`config.mk`:
```
export PLATFORM = sky130hd
export DESIGN_NAME = dsm_multi
export DESIGN_NICKNAME = d
export VERILOG_FILES = /design/src/rtl/dsm_multi.sv
export SDC_FILE = /design/constraint.sdc
export NUM_CORES = 1
export LEC_CHECK = 0
export ABC_AREA = 1
export CAP_MARGIN = 30
export CORE_ASPECT_RATIO = 1.2
export CORE_UTILIZATION = 47
export DETAILED_ROUTE_END_ITERATION = 8
export PLACE_DENSITY = 0.72
export SYNTH_ARGS = -nofsm -noshare
export SYNTH_HDL_FRONTEND = slang
export SYNTH_SLANG_ARGS = --single-unit
```
`constraint.sdc`:
```
create_clock -name clk -period 6.05 [get_ports clk]
set_input_delay 0.9075 -clock clk [delete_from_list [all_inputs] [get_ports clk]]
set_output_delay 0.9075 -clock clk [all_outputs]
set_load 0.05 [all_outputs]
```
`src/rtl/dsm_multi.sv`:
```
// dsm_multi: multi-channel delta-sigma DAC modulator.
// Every OSR clocks one interleaved frame (NCH samples of W bits) is pulled from
// the sample FIFO. Each channel runs a 1st- or 2nd-order loop with saturating
// integrators and drives one 1-bit output. FIFO underruns raise a sticky flag,
// and mute forces the loaded samples to zero.
module dsm_multi #(
  parameter int W                = 16,
  parameter int NCH              = 2,
  parameter int OSR              = 128,
  parameter int HOLD_ON_UNDERRUN = 1
) (
  input  logic             clk,
  input  logic             reset_n,
  input  logic [NCH*W-1:0] data_in,
  input  logic             empty,
  output logic             rdreq,
  input  logic             order_sel,
  input  logic             mute,
  input  logic             clr_underrun,
  output logic [NCH-1:0]   outsignal,
  output logic             underrun
);

  localparam int CW  = $clog2(OSR);
  localparam int A1W = W + 2;   // first integrator width
  localparam int A2W = W + 4;   // second integrator width
  localparam int SW  = W + 6;   // headroom for the unsaturated sums

  // Frame phases: order sampled at 0, fetch request visible at 1, load at 2.
  localparam logic [CW-1:0] CNT_ORDER = CW'(0);
  localparam logic [CW-1:0] CNT_LOAD  = CW'(2);
  localparam logic [CW-1:0] CNT_LAST  = CW'(OSR - 1);

  localparam logic signed [SW-1:0] FS_S     = SW'((64'sd1 <<< (W - 1)) - 64'sd1);
  localparam logic signed [SW-1:0] A1_MAX_S = SW'((64'sd1 <<< (A1W - 1)) - 64'sd1);
  localparam logic signed [SW-1:0] A1_MIN_S = SW'(-(64'sd1 <<< (A1W - 1)));
  localparam logic signed [SW-1:0] A2_MAX_S = SW'((64'sd1 <<< (A2W - 1)) - 64'sd1);
  localparam logic signed [SW-1:0] A2_MIN_S = SW'(-(64'sd1 <<< (A2W - 1)));

  // Clamp a wide sum into the first integrator range.
  function automatic logic signed [A1W-1:0] sat_acc1(input logic signed [SW-1:0] v);
    logic signed [A1W-1:0] r;
    if (v > A1_MAX_S) begin
      r = A1_MAX_S[A1W-1:0];
    end else if (v < A1_MIN_S) begin
      r = A1_MIN_S[A1W-1:0];
    end else begin
      r = v[A1W-1:0];
    end
    return r;
  endfunction

  // Clamp a wide sum into the second integrator range.
  function automatic logic signed [A2W-1:0] sat_acc2(input logic signed [SW-1:0] v);
    logic signed [A2W-1:0] r;
    if (v > A2_MAX_S) begin
      r = A2_MAX_S[A2W-1:0];
    end else if (v < A2_MIN_S) begin
      r = A2_MIN_S[A2W-1:0];
    end else begin
      r = v[A2W-1:0];
    end
    return r;
  endfunction

  logic [CW-1:0]          cnt_r;
  logic                   rdreq_r;
  logic                   rd_taken_r;
  logic                   underrun_r;
  logic                   order_r;
  logic                   order_chg_s;
  logic [NCH-1:0]         out_r;
  logic [NCH-1:0]         out_nxt_s;
  logic signed [W-1:0]    sample_r   [NCH];
  logic signed [A1W-1:0]  acc1_r     [NCH];
  logic signed [A2W-1:0]  acc2_r     [NCH];
  logic signed [A1W-1:0]  acc1_nxt_s [NCH];
  logic signed [A2W-1:0]  acc2_nxt_s [NCH];
  logic signed [SW-1:0]   x_s        [NCH];
  logic signed [SW-1:0]   fb_s       [NCH];
  logic signed [SW-1:0]   sum1_s     [NCH];
  logic signed [SW-1:0]   sum2_s     [NCH];

  // The request is gated by empty so the FIFO is never read while empty.
  assign rdreq       = rdreq_r & ~empty;
  assign outsignal   = out_r;
  assign underrun    = underrun_r;
  assign order_chg_s = (cnt_r == CNT_ORDER) && (order_sel != order_r);

  // Free-running frame counter, wraps at OSR-1.
  always_ff @(posedge clk or negedge reset_n) begin
    if (!reset_n) begin
      cnt_r <= '0;
    end else if (cnt_r == CNT_LAST) begin
      cnt_r <= '0;
    end else begin
      cnt_r <= cnt_r + CW'(1);
    end
  end

  // Fetch handshake: request during the cnt==1 cycle, remember if it was taken.
  always_ff @(posedge clk or negedge reset_n) begin
    if (!reset_n) begin
      rdreq_r    <= 1'b0;
      rd_taken_r <= 1'b0;
    end else begin
      rdreq_r    <= (cnt_r == CNT_ORDER);
      rd_taken_r <= rdreq;
    end
  end

  // Sticky underrun flag; a new underrun beats a simultaneous clear.
  always_ff @(posedge clk or negedge reset_n) begin
    if (!reset_n) begin
      underrun_r <= 1'b0;
    end else if (rdreq_r && empty) begin
      underrun_r <= 1'b1;
    end else if (clr_underrun) begin
      underrun_r <= 1'b0;
    end else begin
      underrun_r <= underrun_r;
    end
  end

  // Loop order is latched once per frame so it never changes mid-frame.
  always_ff @(posedge clk or negedge reset_n) begin
    if (!reset_n) begin
      order_r <= 1'b0;
    end else if (cnt_r == CNT_ORDER) begin
      order_r <= order_sel;
    end else begin
      order_r <= order_r;
    end
  end

  // Sample load at cnt==2: fresh data, zero on mute, hold or zero on underrun.
  always_ff @(posedge clk or negedge reset_n) begin
    if (!reset_n) begin
      for (int k = 0; k < NCH; k++) begin
        sample_r[k] <= '0;
      end
    end else if (cnt_r == CNT_LOAD) begin
      for (int k = 0; k < NCH; k++) begin
        if (mute) begin
          sample_r[k] <= '0;
        end else if (rd_taken_r) begin
          sample_r[k] <= data_in[k*W +: W];
        end else if (HOLD_ON_UNDERRUN != 0) begin
          sample_r[k] <= sample_r[k];
        end else begin
          sample_r[k] <= '0;
        end
      end
    end else begin
      for (int k = 0; k < NCH; k++) begin
        sample_r[k] <= sample_r[k];
      end
    end
  end

  // Per-channel loop arithmetic: integrate error against +/-FS feedback and quantise.
  always_comb begin
    out_nxt_s = '0;
    for (int k = 0; k < NCH; k++) begin
      x_s[k]        = SW'(sample_r[k]);
      fb_s[k]       = out_r[k] ? FS_S : -FS_S;
      sum1_s[k]     = SW'(acc1_r[k]) + x_s[k] - fb_s[k];
      acc1_nxt_s[k] = sat_acc1(sum1_s[k]);
      sum2_s[k]     = SW'(acc2_r[k]) + SW'(acc1_nxt_s[k]) - (fb_s[k] <<< 1);
      if (order_r) begin
        acc2_nxt_s[k] = sat_acc2(sum2_s[k]);
        out_nxt_s[k]  = ~acc2_nxt_s[k][A2W-1];
      end else begin
        acc2_nxt_s[k] = '0;
        out_nxt_s[k]  = ~acc1_nxt_s[k][A1W-1];
      end
    end
  end

  // Loop state update; an order change restarts every channel from a clean state.
  always_ff @(posedge clk or negedge reset_n) begin
    if (!reset_n) begin
      out_r <= '0;
      for (int k = 0; k < NCH; k++) begin
        acc1_r[k] <= '0;
        acc2_r[k] <= '0;
      end
    end else if (order_chg_s) begin
      out_r <= '0;
      for (int k = 0; k < NCH; k++) begin
        acc1_r[k] <= '0;
        acc2_r[k] <= '0;
      end
    end else begin
      out_r <= out_nxt_s;
      for (int k = 0; k < NCH; k++) begin
        acc1_r[k] <= acc1_nxt_s[k];
        acc2_r[k] <= acc2_nxt_s[k];
      end
    end
  end

endmodule

```
==> impl_metrics.toml, run 1 <==
[outcome]
status = "completed"

[placed_design]
placedInstanceArea_um2 = 12300
dp_slack_ns = 0.327
gp_congestion = 0.908
portBuffers = 41
dp_hpwl_um = 21600

[layout]
antenna_cells = 0
nets = 1803
drive_gt1_frac = 0.0709
final_common_cell = "nand2_1"
final_cell_mix = "nand2_1, inv_1, a21oi_1"
fin_area_um2 = 13100
area_delta_synth_final_pct = 13.3
fill_cells = 2287

[logic_synthesis]
ys_seq_area_frac = 0.263
ys_async_sr_fraction = 1.00
netlist-cell-type-count = 43
synth_ff_type = "dfrtp_1"
avgSynthCellArea_um2 = 7.40
synth_edf_count = 0
synth_cells = 1559
ys_ff_latch = 121
synth-warning-count = 0
synth_nets = 1754
synth_area_um2 = 11500

[timing]
hold_violations = 0
slew_headroom = 0.309
tightest_slew_ns = 1.03
setup_tns_ns = 0
setup_viol = 0
clock_skew_ns = 0.00983
fin_crit_sh = 0.930
rsz0062_at_grt = "no"
whs_ns = 0.395
fmax_mhz = 178
finalMaxSlewViolations = 0
setup_slack_ns = 0.421
period_needed_ns = 5.63

[cts]
clk_latency_ns = 0.43
numCtsBuffers = 17
htree_levels = 4
hold_buffers = 0
cts_tree = "done"
cts.path.max_buffers = 2
clock-sinks = 121
path_clk_slew_ns = 0.06
cts_root_buf = "clkbuf_16"

[route]
vias = 10100
drt_iter0_drc = 541
drc_errors = 0
firstDrtPassIters = 5
wl_per_cell_um = 14.5
viasPerCell = 5.21
routed_wl_um = 28100
ant_nets = 0

[floorplan]
die-area_um2 = 25200
die_h_um = 174
ios = 42
initial_core_util = 0.480
core_area_um2 = 24000
std_cell_rows = 62
die_w_um = 145

[run]
max_cap_viol_count = 0

[grt]
grt_pass1_vias = 10200
met3_usage = 0.0392
overflow = 0
grt_use_met2 = 0.405
met1_usage = 0.308
grt_pass1_wl_um = 48200
grt_max_degree = 54
grt-busiest-layer = "met2"
grt_usage = 0.238
antenna_found_initial = 0

[worst_setup_path]
path_max_fanout = 21
endpoint_kind = "register"
crit_path_start_kind = "register"
crit_required_ns = 6.41
crit_type = "register to register"
rr_startpoint = "outsignal[0]"
startpoint = "outsignal[0]"
slowest_delay_ns = 0.64
cpMostUsedCell = "nand2_1"
critical_path.slowest_cell = "dfrtp_4"
cp.arrival_ns = 5.99

[hold_path]
hold_path.class = "input pin to async pin"
-- stage by stage --
stage,utilization,cells
2_1_floorplan,-,1559
3_3_place_gp,0.510,1898
3_5_place_dp,0.513,1901
4_1_cts,0.539,1933
5_1_grt,0.543,1941
6_report,0.543,1941
-- final timing paths --
check,endpoint,slack [ns],depth (start not counted)
worst max-delay path,acc2_r[22],0.42,27
min in group clk,cnt_r[0],0.47,1
worst min-delay path,acc2_r[38],0.39,1
max in group asynchronous,outsignal[1],4.32,3
worst max register to register,acc2_r[22],0.42,27
worst min register to register,cnt_r[0],0.47,1
-- cells by family after synthesis --
logic type,after synthesis,share of synthesized area
AOI/OAI and AO/OA,250,0.123
DFF,121,0.263
adders and majority gates,157,0.217
buffers and inverters,351,0.120
xor gates and xnor gates,64,0.0486
and+or+nand+nor,616,0.229
-- registers in the layout, summed over array words and instances (netlist names) --
register,flops
underrun,1
acc2_r,40
rd_taken_r,1
order_r,1
rdreq_r,1
sample_r,32
outsignal,2
cnt_r,7
acc1_r,36
-- critical path: cells and delay by family, from the launching register on --
family	cells	cell delay [ns]
simple gates	15	1.99
compound gates	3	0.46
flops	1	0.64
fa+ha+maj	4	1.70
buf+inv	5	0.73
-- synth_stat cells (3+ instances only) --
| master | n | area, µm² |
|---|---|---|
| nand3_1 | 116 | 581 |
| a21oi_2 | 21 | 184 |
| xnor2_1 | 30 | 263 |
| a21o_1 | 4 | 30.0 |
| inv_1 | 308 | 1160 |
| nand2_1 | 344 | 1290 |
| buf_4 | 4 | 30.0 |
| nor3_2 | 3 | 30.0 |
| nor2_1 | 96 | 360 |
| nand2_2 | 7 | 43.8 |
| o21ai_0 | 69 | 345 |
| a21boi_0 | 4 | 30.0 |
| a21oi_1 | 124 | 621 |
| clkbuf_1 | 14 | 52.6 |
| o21a_1 | 4 | 30.0 |
| buf_6 | 5 | 56.3 |
| buf_2 | 8 | 40.0 |
| ha_1 | 85 | 1060 |
| a31oi_1 | 4 | 25.0 |
| o21ai_1 | 4 | 20.0 |
| fa_1 | 72 | 1440 |
| nand3_2 | 4 | 40.0 |
| o21bai_1 | 5 | 37.5 |
| nand3b_1 | 4 | 30.0 |
| o21ai_2 | 3 | 26.3 |
| inv_2 | 11 | 41.3 |
| nor3_1 | 9 | 45.0 |
| nand4_1 | 23 | 144 |
| xor2_1 | 34 | 298 |
| dfrtp_1 | 121 | 3030 |
-- final cells by class --
class / instances / area [µm²] / area share
multi-input combinational: 1087 / 7150 / 0.548
sequential: 121 / 3040 / 0.232
inverter: 319 / 1200 / 0.0917
timing repair buffer: 62 / 656 / 0.0502
clock buffer: 19 / 453 / 0.0347
tap: 320 / 400 / 0.0306
clock inverter: 13 / 168 / 0.0128
-- repair_timing --
item,CTS,global route
gates resized for setup,0,7
endpoints found under the setup margin,0,39
setup buffers,0,8
-- metal layers --
layer,part of all wire,wire [µm]
met3,0.044,1240
met4,0.021,580
met1,0.46,12800
met2,0.48,13500
met5,0,0
Power of run 1 is not shown: default switching activity piles up to over one toggle a cycle in this logic, so the estimate is an artifact.
==> run 2: changes to the inputs <==
--- a/config.mk
+++ b/config.mk
@@ -10,6 +10,7 @@
 export CORE_ASPECT_RATIO = 1.2
 export CORE_UTILIZATION = 47
 export DETAILED_ROUTE_END_ITERATION = 8
+export HOLD_SLACK_MARGIN = 0.08
 export PLACE_DENSITY = 0.72
 export SYNTH_ARGS = -nofsm -noshare
 export SYNTH_HDL_FRONTEND = slang
==> results of run 2 <==
Final layout, timing and power as in run 1 (identical DEF).
Power of run 2 is left out for the same reason.
==> run 3: changes to the inputs <==
--- a/config.mk
+++ b/config.mk
@@ -6,7 +6,7 @@
 export NUM_CORES = 1
 export LEC_CHECK = 0
 export ABC_AREA = 1
-export CAP_MARGIN = 30
+export CAP_MARGIN = 20
 export CORE_ASPECT_RATIO = 1.2
 export CORE_UTILIZATION = 47
 export DETAILED_ROUTE_END_ITERATION = 8
==> run 3 against run 2 <==
Effect of this change: non-clock buffer count is 4 lower; critical path depth is 3 lower; design area is 0.66% lower; register-to-register slack better by 0.05 ns; clock-buffer cell count is 1 higher; largest cell class unchanged; setup slack better by 0.048 ns; fmax is 0.87% higher; die area stayed put; critical endpoint unchanged; flip-flop and latch count stayed put.
==> impl_metrics.toml, run 3 (synthesized netlist as in run 1, its figures left out) <==
[layout]
area_delta_synth_final_pct = 12.5
nets = 1799
top_register = "acc2_r"
final_common_cell = "nand2_1"
fill_cells = 2280
final_cell_mix = "nand2_1, inv_1, a21oi_1"
largest_reg_flops = 40
antenna_cells = 0
top_regs = "acc2_r x40, acc1_r x36, sample_r x32"
drive_gt1_frac = 0.0680

[floorplan]
ios = 42
core_area_um2 = 24000
die_h_um = 174
die_w_um = 145
initial_core_util = 0.480
die-area_um2 = 25200
std_cell_rows = 62

[placed_design]
dp_hpwl_um = 21300
portBuffers = 41
gp_congestion = 0.908

[worst_setup_path]
crit_required_ns = 6.41
path_cells = "buf_4 > fa_1 > inv_1 > ha_1 > nand2_1 > nand2_1 > a31oi_1 > o21ai_0 > a21oi_1 > xnor2_1 > a21oi_2 > fa_1 > inv_1 > ha_1 > a21oi_1 > a21boi_1 > o21ai_1 > nand2_1 > nand4_1 > nand2_2 > inv_1 > nand2_4 > nand2_1 > nor2_1"
crit_type = "register to register"
crit_path_start_kind = "register"
path_max_fanout = 17
cpMostUsedCell = "nand2_1"
critical_path.slowest_cell = "dfrtp_4"
endpoint_kind = "register"
slowest_delay_ns = 0.61
cp.arrival_ns = 5.95

[timing]
finalMaxSlewViolations = 0
hold_violations = 0
setup_viol = 0
rsz0062_at_grt = "no"
slew_headroom = 0.230
setup_tns_ns = 0
clock_skew_ns = 0.0114
fmax_mhz = 179
fin_crit_sh = 0.922
period_needed_ns = 5.58
tightest_slew_ns = 1.14

[cts]
clock-sinks = 121
numCtsBuffers = 17
hold_buffers = 0
path_clk_slew_ns = 0.06
cts_root_buf = "clkbuf_16"
clk_latency_ns = 0.44
htree_levels = 4
cts_tree = "done"
cts.path.max_buffers = 2

[grt]
grt_max_degree = 75
grt_pass1_vias = 10300
overflow = 0
grt_usage = 0.238
grt_pass1_wl_um = 48600
antenna_found_initial = 0

[route]
wl_per_cell_um = 14.5
routed_wl_um = 28100
viasPerCell = 5.19
vias = 10100
drt_iter0_drc = 512
drc_errors = 0
ant_nets = 0
firstDrtPassIters = 6

[outcome]
status = "completed"

[run]
max_cap_viol_count = 0

[hold_path]
hold_path.class = "input pin to async pin"
[run 3: cell types whose count changed in the layout (fill, tap and decap cells not counted)]
cell | before | now
clkbuf_1 | 0 | 1
clkinvlp_4 | 2 | 3
clkinv_4 | 3 | 5
clkinv_2 | 3 | 1
buf_4 | 16 | 13
inv_6 | 3 | 2
bufinv_16 | 3 | 1
inv_4 | 0 | 1
buf_12 | 4 | 3
[run 3: final cells by class]
class                   count  area (µm²)  area share
repair buffers             58         613      0.0472
inverters                 319        1200      0.0925
well taps                 320         400      0.0308
multi-input cells        1087        7150       0.551
clock buffers              20         457      0.0352
clock inverters            12         119     0.00916
flip-flops and latches    121        3040       0.234
[run 3: path summary, 6_finish.rpt]
check	to	start	cells after the start	slack (ns)
worst min-delay path	acc2_r[36]	reset_n	1	0.36
max in group asynchronous	outsignal[1]	reset_n	3	4.35
worst min register to register	cnt_r[0]	cnt_r[0]	1	0.46
min in group clk	cnt_r[0]	cnt_r[0]	1	0.46
worst max register to register	acc2_r[22]	outsignal[0]	24	0.47
worst max-delay path	acc2_r[22]	outsignal[0]	24	0.47
[run 3: stage by stage]
step	hold WS, ns	setup WS, ns	instance area, µm²	util	instances
after floorplan	0.432	0.548	11500	-	1559
after CTS	0.466	0.277	12800	0.534	1930
after global routing	0.387	0.0426	13000	0.540	1937
after detailed placement	0.456	0.301	12300	0.510	1898
final	0.364	0.469	13000	0.540	1937
after global placement	0.456	0.346	12300	0.510	1898
[run 3: repair_timing]
| item | in CTS | in global routing |
|---|---|---|
| endpoints found under the setup margin | 0 | 40 |
| gates resized for setup | 0 | 8 |
| setup buffers | 0 | 4 |
[run 3: routing by layer]
layer | global-route usage | part of all wire
met1 | 0.307 | 0.46
met2 | 0.401 | 0.48
met3 | 0.0439 | 0.049
met4 | 0.0780 | 0.019
met5 | 0 | 0
[run 3: critical path, delay by kind of cell, from the launching register on]
| kind | cells | cell delay [ns] |
|---|---|---|
| AO/OA/AOI/OAI | 7 | 1.42 |
| XOR/XNOR | 1 | 0.37 |
| adder cells (fa/ha/maj) | 4 | 1.73 |
| buffers and inverters | 4 | 0.39 |
| flip-flops | 1 | 0.61 |
| AND/OR/NAND/NOR | 8 | 0.98 |
Power of run 3 is left out for the same reason.
